<file path="config.mk">
export PLATFORM = sky130hd
export DESIGN_NAME = vga_timing_gen
export DESIGN_NICKNAME = d
export VERILOG_FILES = /design/src/rtl/vga_timing_gen.sv
export SDC_FILE = /design/constraint.sdc
export NUM_CORES = 1
export LEC_CHECK = 0
export ABC_AREA = 1
export BUFFER_PORTS_ARGS = -buffer_cell sky130_fd_sc_hd__buf_4
export CAP_MARGIN = 10
export CORE_ASPECT_RATIO = 2
export CORE_MARGIN = 2
export CORE_UTILIZATION = 45
export CTS_CLUSTER_SIZE = 25
export DETAILED_ROUTE_END_ITERATION = 6
export GPL_ROUTABILITY_DRIVEN = 0
export PLACE_DENSITY_LB_ADDON = 0.15
export SYNTH_ARGS = -nofsm -noshare
export SYNTH_HDL_FRONTEND = slang
export SYNTH_SLANG_ARGS = --single-unit
</file>
<file path="constraint.sdc">
create_clock -name vga_clk -period 2.4 [get_ports vga_clk]
set_clock_uncertainty 0.05 [all_clocks]
set_input_delay 0.36 -clock vga_clk [delete_from_list [all_inputs] [get_ports vga_clk]]
set_output_delay 0.36 -clock vga_clk [all_outputs]
set_load 0.005 [all_outputs]
</file>
<file path="src/rtl/vga_timing_gen.sv">
// 640x480@60 VGA timing generator: pixel/line counters, blanking, delayed
// active-low syncs and frame-boundary outputs for renderers and game logic.
module vga_timing_gen #(
   parameter int H_VISIBLE  = 640,
   parameter int H_FRONT    = 16,
   parameter int H_SYNC     = 96,
   parameter int H_BACK     = 48,
   parameter int V_VISIBLE  = 480,
   parameter int V_FRONT    = 10,
   parameter int V_SYNC     = 2,
   parameter int V_BACK     = 33,
   parameter int SYNC_DELAY = 1
) (
   input  logic       vga_clk,
   input  logic       reset,
   output logic [9:0] DrawX,
   output logic [9:0] DrawY,
   output logic       blank,
   output logic       hs,
   output logic       vs,
   output logic       frame_start,
   output logic [7:0] frame_count
);

   localparam logic [9:0] H_MAX        = 10'(H_VISIBLE + H_FRONT + H_SYNC + H_BACK - 1);
   localparam logic [9:0] V_MAX        = 10'(V_VISIBLE + V_FRONT + V_SYNC + V_BACK - 1);
   localparam logic [9:0] H_VIS        = 10'(H_VISIBLE);
   localparam logic [9:0] V_VIS        = 10'(V_VISIBLE);
   localparam logic [9:0] H_SYNC_START = 10'(H_VISIBLE + H_FRONT);
   localparam logic [9:0] H_SYNC_END   = 10'(H_VISIBLE + H_FRONT + H_SYNC);
   localparam logic [9:0] V_SYNC_START = 10'(V_VISIBLE + V_FRONT);
   localparam logic [9:0] V_SYNC_END   = 10'(V_VISIBLE + V_FRONT + V_SYNC);

   logic [9:0] hc_q, hc_d;
   logic [9:0] vc_q, vc_d;
   logic       frame_start_q;
   logic [7:0] frame_count_q, frame_count_d;
   logic       h_wrap, wrap;
   logic       hs_raw, vs_raw;

   assign h_wrap = (hc_q == H_MAX);
   assign wrap   = h_wrap && (vc_q == V_MAX);

   always_comb begin
      // NOTE: defaults first so every path assigns every output -- no latches.
      hc_d          = hc_q + 10'd1;
      vc_d          = vc_q;
      frame_count_d = frame_count_q;
      if (h_wrap) begin
         hc_d = '0;
         vc_d = (vc_q == V_MAX) ? 10'd0 : vc_q + 10'd1;
      end
      if (wrap) begin
         frame_count_d = frame_count_q + 8'd1;
      end
   end

   // NOTE: non-blocking assignments so every flop samples pre-edge values.
   always_ff @(posedge vga_clk or posedge reset) begin
      if (reset) begin
         hc_q          <= '0;
         vc_q          <= '0;
         frame_start_q <= 1'b0;
         frame_count_q <= '0;
      end else begin
         hc_q          <= hc_d;
         vc_q          <= vc_d;
         frame_start_q <= wrap;
         frame_count_q <= frame_count_d;
      end
   end

   assign hs_raw = !((hc_q >= H_SYNC_START) && (hc_q < H_SYNC_END));
   assign vs_raw = !((vc_q >= V_SYNC_START) && (vc_q < V_SYNC_END));

   // Syncs are delayed to line up with the renderers' registered RGB stage.
   if (SYNC_DELAY == 0) begin : g_no_delay
      assign hs = hs_raw;
      assign vs = vs_raw;
   end else begin : g_delay
      logic [SYNC_DELAY-1:0] hs_pipe_q;
      logic [SYNC_DELAY-1:0] vs_pipe_q;

      always_ff @(posedge vga_clk or posedge reset) begin
         if (reset) begin
            // Idle-high reset keeps a spurious sync pulse off the connector.
            hs_pipe_q <= '1;
            vs_pipe_q <= '1;
         end else begin
            hs_pipe_q[0] <= hs_raw;
            vs_pipe_q[0] <= vs_raw;
            for (int i = 1; i < SYNC_DELAY; i++) begin
               hs_pipe_q[i] <= hs_pipe_q[i-1];
               vs_pipe_q[i] <= vs_pipe_q[i-1];
            end
         end
      end

      assign hs = hs_pipe_q[SYNC_DELAY-1];
      assign vs = vs_pipe_q[SYNC_DELAY-1];
   end

   assign DrawX       = hc_q;
   assign DrawY       = vc_q;
   assign blank       = (hc_q < H_VIS) && (vc_q < V_VIS) && !reset;
   assign frame_start = frame_start_q;
   assign frame_count = frame_count_q;

endmodule

</file>
Word level (Yosys, flattened, before mapping). Cells that the tools add are included.

Output and inout bits: 32. Logic and storage cells: 27. Bits in registers: 31. Bits of input ports: 2.

Reduce and logical (&&, ||, !) cells: 8. Multiplexer cells: 2. Add/subtract/negate cells: 3. Equal/unequal tests: 2. $lt $le $gt $ge: 6.

Operators with widths (number): 10-bit by 1-bit adder with 10-bit output (second input constant) (2); 10-bit equality test (second input constant) (2); 10-bit < comparator (second input constant) (2); 10-bit by 9-bit < comparator with 1-bit output (second input constant) (2); 10-bit 2-to-1 mux (2); 10-bit greater-or-equal comparator (second input constant) (1); 10-bit by 9-bit greater-or-equal comparator with 1-bit output (second input constant) (1); 8-bit by 1-bit adder with 8-bit output (second input constant) (1); 1-bit logical AND (5); 1-bit logical NOT (3).

Logic depth before layout (Yosys ltp).
Word-level depth: 3. Mapped depth: 9. Gate-level depth less buffers: 9.

Least setup slack after synthesis. OpenSTA, ideal clock, no wires.

Path kind: input port to output port. Start point: input reset. End point: output blank. Cell stages on the path: 3. Arrival time: 1.359 ns. Setup slack: 0.631 ns. Data required time: 1.990 ns. Cells stage by stage: inv_1 -> nand3_1 -> nor3_1.

Word-level cells in the longest chain between the ends: 2.

RTL lines: start: declaration (RTL line 15) `input logic reset,`; 1-bit logical NOT (RTL line 105) `assign blank = (hc_q < H_VIS) && (vc_q < V_VIS) && !reset;`; 1-bit logical AND (RTL line 105); end: declaration (RTL line 18) `output logic blank,`.

Every way passes these cells.

Worst setup path after layout.
Start point: register vc_q[7], in the netlist DrawY[7]. End point: output blank.

Word-level cells in the longest chain between the ends: 3.

RTL lines: start: declaration (RTL line 35) `logic [9:0] vc_q, vc_d;`; start signal: assignment (RTL line 67) `vc_q <= vc_d;`; 10-bit by 9-bit < comparator with 1-bit output (RTL line 105); 1-bit logical AND (2 in a row) (RTL line 105).

Every way passes these cells.

==> metrics.yaml <==
floorplan:
  boundaryPins: 34
  die-area_sq_mm: 0.00441
  fp-row-count: 32
  coreArea_sq_mm: 0.00376
  die_width_um: 48.0
  initial_core_util_pct: 46.3
  dieHeight_um: 92.0
place:
  port_buffers: 33
  dp_hpwl_mm: 2.53
  placed_cells: 292
cts:
  post-cts-setup-buffers: 0
  htree_levels: 2
  clkLatencyLatePin_ns: 0.27
  cts_max_path_buffers: 2
  cts-root-buf: "clkbuf_8"
  cts_made_buffers: 5
  holdBufCountCts: 0
  cts_sinks: 31
  clkTransAtPathRegs_ns: 0.06
  cts_tree: "yes"
  cts-resized-gates: 0
logic_synthesis:
  synthCells: 208
  synth_area_leaders: "dfrtp_1 42%, nand2_1 13%, inv_1 5.6%"
  yosys.area.top_type_share_pct: 41.7
  syn_area_per_cell_sq_um: 8.37
  syn_area_sq_mm: 0.00174
  synth_top_area_cell: "dfrtp_1"
  yosysWarnings: 0
  ys_seq_elements: 31
  synth-seq-area-share_pct: 44.7
  ys_types: 25
  syn_nets: 216
sta:
  maxSlewViolCount: 0
  worstMarginPinSlew_ns: 0.379
  setup_viol: 0
  clock.fmax_mhz: 571
  rsz0062_at_grt: "false"
  timing.final.hold_violations: 0
  maxSlewHeadroom_pct: 74.5
  tns_ns: 0
  min_period_ns: 1.75
  final.period_utilization_pct: 73.0
drt:
  dr.pass1.iters: 4
  drc_errors: 0
  vias: 1450
  ant_nets: 0
  drtIter0Drc: 31
  wl_mm: 3.33
  viasPerCell: 4.83
  drt-wirelength-per-cell_um: 11.1
final_layout:
  final_cell_mix: "59 x nand2_1, 34 x buf_4, 29 x dfrtp_1, 26 x inv_1, 17 x nor2_1"
  layout-drive-gt1-share_pct: 22.9
  final_cell_count_no_fill: 300
  multiInputGateArea_sq_um: 847
  syn2layout_area_growth_pct: 23.8
  seq_area_sq_um: 778
  fillers: 376
  antenna_cells: 0
  final_nets: 256
  final_common_cell: "nand2_1"
setup_path:
  cp_slowest_cell: "dfrtp_1"
  ff2ff_setup_slack_ns: 0.74
  r2r-end: "frame_count[1]"
  crit_chain: "nand2_1, nor2_1, nor3_1, buf_4"
  arrival_ns: 1.34
  ff2ff_path_depth: 9
  critPathMaxStageDelay_ns: 0.50
  critPathMaxFanout: 6
  critPathKind: "flip-flop to output pin"
  crit_path_end_kind: "output pin"
  critPathBufInv: 1
  worstReg2RegStart: "DrawY[0]"
  crit_family: "flip-flops"
  crit_required_ns: 1.99
  crit_cells: 4
  start_kind: "flip-flop"
min_path:
  hold_class: "primary input to async pin"
global_route:
  antenna_found_initial: 0
  overflow: 0
  grt_pass1_vias: 1303
  grt_start_max_net_pins: 32
  grt_first_pass_wirelength_mm: 5.68
  grt.total_usage_pct: 17.3
power_and_ir_drop:
  ir_drop_v: 0.000396
  p_leak_uw: 0.00115
  power.density_mw_per_mm2: 452
outcome:
  status: "finished, final reports clean"
flow_run:
  max_cap_violations: 0
per-layer routing:
| layer | track usage (%) | part of all wire, % | vias up | routed length (um) |
|---|---|---|---|---|
| li1 | - | - | 736 | - |
| met1 | 24.4 | 45 | 672 | 1510 |
| met2 | 25.1 | 48 | 34 | 1600 |
| met3 | 3.74 | 4.5 | 8 | 150 |
| met4 | 6.98 | 2.0 | 0 | 68 |
| met5 | 0 | 0 | - | 0 |
worst min-delay path, stage by stage:
cell and delay [ns]:
buf_4 0.11, inv_1 0.09, buf_4 0.37
flip-flops by register name, summed over array words and instances, names as in the netlist:
signal and cells:
DrawX 10, DrawY 10, frame_count 8, frame_start 1, hs 1, vs 1
synthesized netlist by cell type (all sizes together):
| master | count |
|---|---|
| ha | 6 |
| nand2 | 61 |
| nand4 | 6 |
| dfrtp | 29 |
| nor2 | 22 |
| xnor2 | 5 |
| buf | 1 |
| o211ai | 2 |
| or2 | 1 |
| nor4 | 1 |
| a21oi | 3 |
| o21ai | 9 |
| inv | 29 |
| dfstp | 2 |
| nand3 | 16 |
| xor2 | 10 |
| nor3 | 5 |
logic make-up after synthesis:
family	share of synthesized area [%]
and+or+nand+nor	32.5
buffers and inverters	6.68
DFF	44.7
AOI/OAI and AO/OA	4.31
xor gates and xnor gates	7.54
adders and majority gates	4.31
how the worst max path moves through the flow:
| stage | start | to | slack (ns) |
|---|---|---|---|
| floorplan | reset | blank | 0.63 |
| global placement | DrawX[1] | frame_count[6] | 0.79 |
| detailed placement | DrawY[0] | frame_count[3] | 0.74 |
| CTS | DrawY[7] | blank | 0.63 |
| global route | DrawY[7] | blank | 0.54 |
| finish | DrawY[7] | blank | 0.65 |
stage by stage:
stage / instance area (sq um) / hold slack, ns / setup slack [ns] / util, % / power [uW]
finish: 2160 / 0.195 / 0.648 / 57.3 / 973
global route: 2160 / 0.250 / 0.543 / 57.3 / 1010
CTS: 2160 / 0.220 / 0.632 / 57.3 / 992
detailed placement: 2060 / 0.467 / 0.744 / 54.6 / 549
global placement: 2060 / 0.460 / 0.793 / 54.6 / 549
floorplan: 1740 / 0.421 / 0.631 / - / 541
power by group:
part	switching (uW)	total [uW]	leakage (uW)	internal, uW
sequential	0	523	0.000412	523
combinational	11.3	15.0	0.000690	3.68
clock	174	435	0.0000515	261
total	186	973	0.00115	788
area by class of cell:
type | count | share of cell area, %
clock buffer | 8 | 4.64
inverter | 29 | 5.17
multi-input combinational | 147 | 39.3
sequential | 31 | 36.1
tap | 51 | 2.96
timing repair buffer | 34 | 11.8
Note: power is estimated with default switching activity, not from simulation.
